## src/rtl/remote_comm.sv

```systemverilog
// remote_comm: 8N1 UART link sending 16-bit commands as two bytes and receiving 8-bit responses.
module remote_comm #(
  parameter int BAUD_DIV = 2604
) (
  input  logic        clk,
  input  logic        rst_n,
  input  logic        RX,
  output logic        TX,
  input  logic [15:0] cmd,
  input  logic        send_cmd,
  output logic        cmd_sent,
  output logic        resp_rdy,
  output logic [7:0]  resp
);
  localparam int CW = $clog2(BAUD_DIV);
  localparam logic [CW-1:0] LAST = CW'(BAUD_DIV - 1);
  localparam logic [CW-1:0] HALF = CW'(BAUD_DIV / 2 - 1);
  typedef enum logic [1:0] {IDLE, HIGH_BYTE, LOW_BYTE} tx_state_t;
  typedef enum logic {RX_IDLE, RX_BUSY} rx_state_t;
  tx_state_t tx_state;
  rx_state_t rx_state;
  logic [CW-1:0] tx_cnt, rx_cnt;
  logic [3:0] tx_bit, rx_bit;
  logic [18:0] tx_shift;
  logic [2:0] rx_sync;
  logic [7:0] rx_data;
  logic accept, tx_last, rx_s, fall;
  assign accept = send_cmd && tx_state == IDLE;
  assign tx_last = tx_cnt == LAST;
  assign rx_s = rx_sync[1];
  assign fall = rx_sync[2] & ~rx_sync[1];
  // Remaining 19 bits of both frames after the first start bit, shifted out LSB first.
  always_ff @(posedge clk)
    if (rst_n) begin
      tx_state <= IDLE;
      TX <= 1'b1;
      cmd_sent <= 1'b0;
      tx_cnt <= '0;
      tx_bit <= '0;
      tx_shift <= '0;
    end else if (accept) begin
      tx_state <= HIGH_BYTE;
      TX <= 1'b0;
      cmd_sent <= 1'b0;
      tx_cnt <= '0;
      tx_bit <= '0;
      tx_shift <= {1'b1, cmd[7:0], 1'b0, 1'b1, cmd[15:8]};
    end else if (tx_state != IDLE) begin
      tx_cnt <= tx_last ? '0 : tx_cnt + 1'b1;
      if (tx_last) begin
        tx_bit <= tx_bit == 4'd9 ? 4'd0 : tx_bit + 1'b1;
        TX <= tx_state == LOW_BYTE && tx_bit == 4'd9 ? 1'b1 : tx_shift[0];
        tx_shift <= tx_shift >> 1;
        if (tx_bit == 4'd9) begin
          tx_state <= tx_state == HIGH_BYTE ? LOW_BYTE : IDLE;
          cmd_sent <= tx_state == LOW_BYTE;
        end
      end
    end
  // rx_sync[1:0] is the synchronizer; rx_sync[2] holds the previous synchronized value for edge detection.
  always_ff @(posedge clk)
    if (rst_n) begin
      rx_sync <= 3'b111;
      rx_state <= RX_IDLE;
      rx_cnt <= '0;
      rx_bit <= '0;
      rx_data <= '0;
      resp <= '0;
      resp_rdy <= 1'b0;
    end else begin
      rx_sync <= {rx_sync[1:0], RX};
      if (accept) resp_rdy <= 1'b0;
      if (rx_state == RX_IDLE) begin
        if (fall) begin
          rx_state <= RX_BUSY;
          rx_cnt <= '0;
          rx_bit <= '0;
          resp_rdy <= 1'b0;
        end
      end else if (rx_bit == 4'd0) begin
        if (rx_cnt == HALF) begin
          rx_cnt <= '0;
          rx_state <= rx_s ? RX_IDLE : RX_BUSY;
          rx_bit <= rx_s ? 4'd0 : 4'd1;
        end else rx_cnt <= rx_cnt + 1'b1;
      end else if (rx_cnt == LAST) begin
        rx_cnt <= '0;
        rx_bit <= rx_bit + 1'b1;
        rx_data <= {rx_s, rx_data[7:1]};
        if (rx_bit == 4'd9) begin
          resp <= rx_data;
          resp_rdy <= 1'b1;
          rx_state <= RX_IDLE;
        end
      end else rx_cnt <= rx_cnt + 1'b1;
    end
endmodule

```

## config.mk

```make
export PLATFORM = sky130hd
export DESIGN_NAME = remote_comm
export DESIGN_NICKNAME = d
export VERILOG_FILES = /design/src/rtl/remote_comm.sv
export SDC_FILE = /design/constraint.sdc
export NUM_CORES = 1
export LEC_CHECK = 0
export ABC_AREA = 1
export CORE_UTILIZATION = 42
export DETAILED_ROUTE_END_ITERATION = 6
export HOLD_SLACK_MARGIN = 0.05
export PLACE_DENSITY = 0.71
export SLEW_MARGIN = 20
export SYNTH_ARGS = -nofsm -noshare
export SYNTH_HDL_FRONTEND = slang
export SYNTH_SLANG_ARGS = --single-unit
```

## constraint.sdc

```tcl
create_clock -name clk -period 4.86 [get_ports clk]
set_clock_uncertainty 0.2 [all_clocks]
set_input_delay 0.972 -clock clk [delete_from_list [all_inputs] [get_ports clk]]
set_output_delay 0.972 -clock clk [all_outputs]
set_load 0.05 [all_outputs]
```

==> results by group <==
Run status
  – Status: completed

Detailed routing
  – Routed wire per std cell: 11.2 µm
  – DRC viols: 0
  – Antenna Violating Nets Remaining: 0
  – Drt pass-1 iters: 4
  – Vias per inst: 4.83
  – Vias: 3206
  – Final wirelength: 7430 µm
  – Initial DRC count: 162

Setup path
  – CP max stage delay: 850 ps
  – Crit path capture type: flop
  – Critical Path Start Type: input pin
  – Critical-path cell list: clkdlybuf4s50_1 -> clkinv_1 -> nand3_1 -> o21ai_0
  – Crit-path slowest cell: clkdlybuf4s50_1
  – CP arrival: 2770 ps
  – WP data required: 4880 ps
  – Setup CP Type: in2reg
  – Crit-path max FO: 19

Cells and area
  – Most common cell after layout, fill and taps aside: nand2_1
  – Register area: 0.00152 mm²
  – Nets@finish: 581
  – Fillcell total: 807
  – Area grow syn2layout: 16.1%
  – Most frequent cells in the layout: nand2_1 (97), nor2_1 (94), dfxtp_1 (76), inv_1 (67), o21ai_0 (39)
  – Multi-input gate area: 0.00179 mm²
  – Share of layout cells above drive strength 1: 0.0751
  – Inserted Diodes: 0

Min path
  – HP Class: reg2reg

Logic synthesis
  – Unique masters post-synth: 35
  – Area of the mapped netlist: 0.00366 mm²
  – Post-synthesis cell count: 523
  – Syn_nets: 549
  – Flops & latches, synth: 76
  – Mean post-synth cell area: 6.99 µm²
  – Seq/Total Area, Yosys: 0.416
  – Syn. warnings: 0

Floorplanning
  – Row cnt: 33
  – Core Area: 0.00834 mm²
  – Initial Utilization: 0.438
  – Die X: 95.3 µm
  – Die ar.: 0.00908 mm²
  – Ports: 31
  – Die Y: 95.3 µm

Timing
  – Fmax: 363 MHz
  – Crit share post-route: 0.566
  – Final Hold Fails: 0
  – Final setup vio count: 0
  – Slew Limit Headroom: 0.597
  – Setup TNS: 0 ps
  – RSZ-0062 raised after global routing: no
  – Tightest Pin Transition: 602 ps
  – Fin crit period: 2750 ps
  – Max-slew violations: 0

Clock tree
  – Post-CTS Setup Bufs: 0
  – Max clock buf depth: 2
  – CTS tree: built
  – Post-CTS sizing: 0
  – Htree depth: 3
  – Clock Pin Slew Worst Setup and Hold Paths: 80 ps
  – CTS Hold Bufs: 0
  – CTS root buffer: clkbuf_8
  – CTS sink count: 76
  – TritonCTS buffer count: 9
  – Clk_lat worst skew: 340 ps

Global routing
  – Vias in the first global route: 2942
  – First-pass GRT wire length: 12900 µm
  – Largest net degree at the start of global routing: 28
  – Initial antenna violation count: 0
  – Congestion Overflow GR: 0
  – Gr usage total: 0.179

Pwr
  – Worst VDD drop: 0.137 mV
  – Pwr dens: 300 mW/mm²
  – Power Total: 1.27 mW
  – Leak Pwr: 1.65 nW

Place
  – Post-DP HPWL: 5150 µm
  – Port buffer count: 30
  – Final GP Congestion: 0.871

Job
  – Max_cap viols: 0
==> worst max-delay path, delay by kind of cell <==
kind,cells,cell delay [ps]
buf+inv,2,1470
compound gates,1,90
simple gates,1,230
==> flip-flops by register name, summed over array words and instances (netlist names) <==
signal and count:
TX 1, cmd_sent 1, resp 8, resp_rdy 1, rx_bit 4, rx_cnt 12, rx_data 8, rx_state 1
rx_sync 3, tx_bit 4, tx_cnt 12, tx_shift 19, tx_state 2
==> cell usage after synthesis <==
master    number  area (µm²)
nand4_2        1        12.5
or2_2          2        12.5
nand3_1       26         130
dfxtp_1       76        1520
nor4_1         1        6.26
a21oi_1       38         190
and2_2         2        15.0
a211oi_1       1        7.51
nand2_1       97         364
buf_4          2        15.0
nor2_4         5        56.3
buf_6          3        33.8
nand3_4        1        17.5
nor2_1        94         353
nand4_1       11        68.8
nor2_2         1        6.26
ha_1           6        75.1
o21ai_1        2        10.0
nor3_2         2        20.0
o21a_1         1        7.51
a211oi_2       1        12.5
nand2_4        3        33.8
clkbuf_1       5        18.8
nand3b_1       2        15.0
nand2_2        3        18.8
nor3_1        15        75.1
inv_4          1        6.26
inv_2          3        11.3
inv_1         67         251
o21ai_0       39         195
xor2_1         5        43.8
clkinv_1       2        7.51
a31oi_1        1        6.26
nand3_2        2        20.0
xnor2_1        2        17.5
==> kinds of logic after synthesis <==
group,synth area share
compound gates,0.117
xor+xnor,0.0168
fa+ha+maj,0.0205
buf+inv,0.0941
flops,0.416
simple gates,0.335
==> per-layer routing <==
layer / track usage / wire length [µm] / part of all wire / up-vias
met1: 0.245 / 3870 / 0.52 / 1416
met3: 0.0327 / 326 / 0.044 / 8
met5: 0 / 0 / 0 / -
met4: 0.0720 / 96 / 0.013 / 0
li1: - / - / - / 1724
met2: 0.276 / 3140 / 0.42 / 58
==> metrics by stage <==
stage	instance area [µm²]	hold slack [ps]	std cells	util	setup slack, ps
6_report	4240	212	664	0.509	2110
5_1_grt	4240	238	664	0.509	1940
4_1_cts	4240	214	664	0.509	2120
3_5_place_dp	4030	195	649	0.483	1750
3_3_place_gp	4030	192	649	0.483	1800
2_1_floorplan	3660	189	523	-	2960
==> final timing paths <==
kind	startpoint	end	cells past startpoint	slack (ps)
setup / recovery	rst_n	rx_bit[1]	4	2110
hold / removal	rx_sync[0]	rx_sync[1]	1	210
setup reg to reg	rx_bit[0]	resp[1]	8	2890
hold reg to reg	rx_sync[0]	rx_sync[1]	1	210
==> cell type report <==
type / count / area share
multi-input combinational: 364 / 0.422
clock buffer: 11 / 0.0333
timing repair buffer: 31 / 0.0725
sequential: 76 / 0.359
clock inverter: 4 / 0.0174
inverter: 73 / 0.0652
tap: 105 / 0.0310
==> report_power, final <==
group	switching (mW)	internal [mW]	leakage, nW
Sequential	0.00972	0.638	0.617
Clock	0.219	0.301	0.109
Combinational	0.0656	0.0404	0.927
Total	0.294	0.979	1.65
No activity file was read; power rests on OpenSTA's default activity.
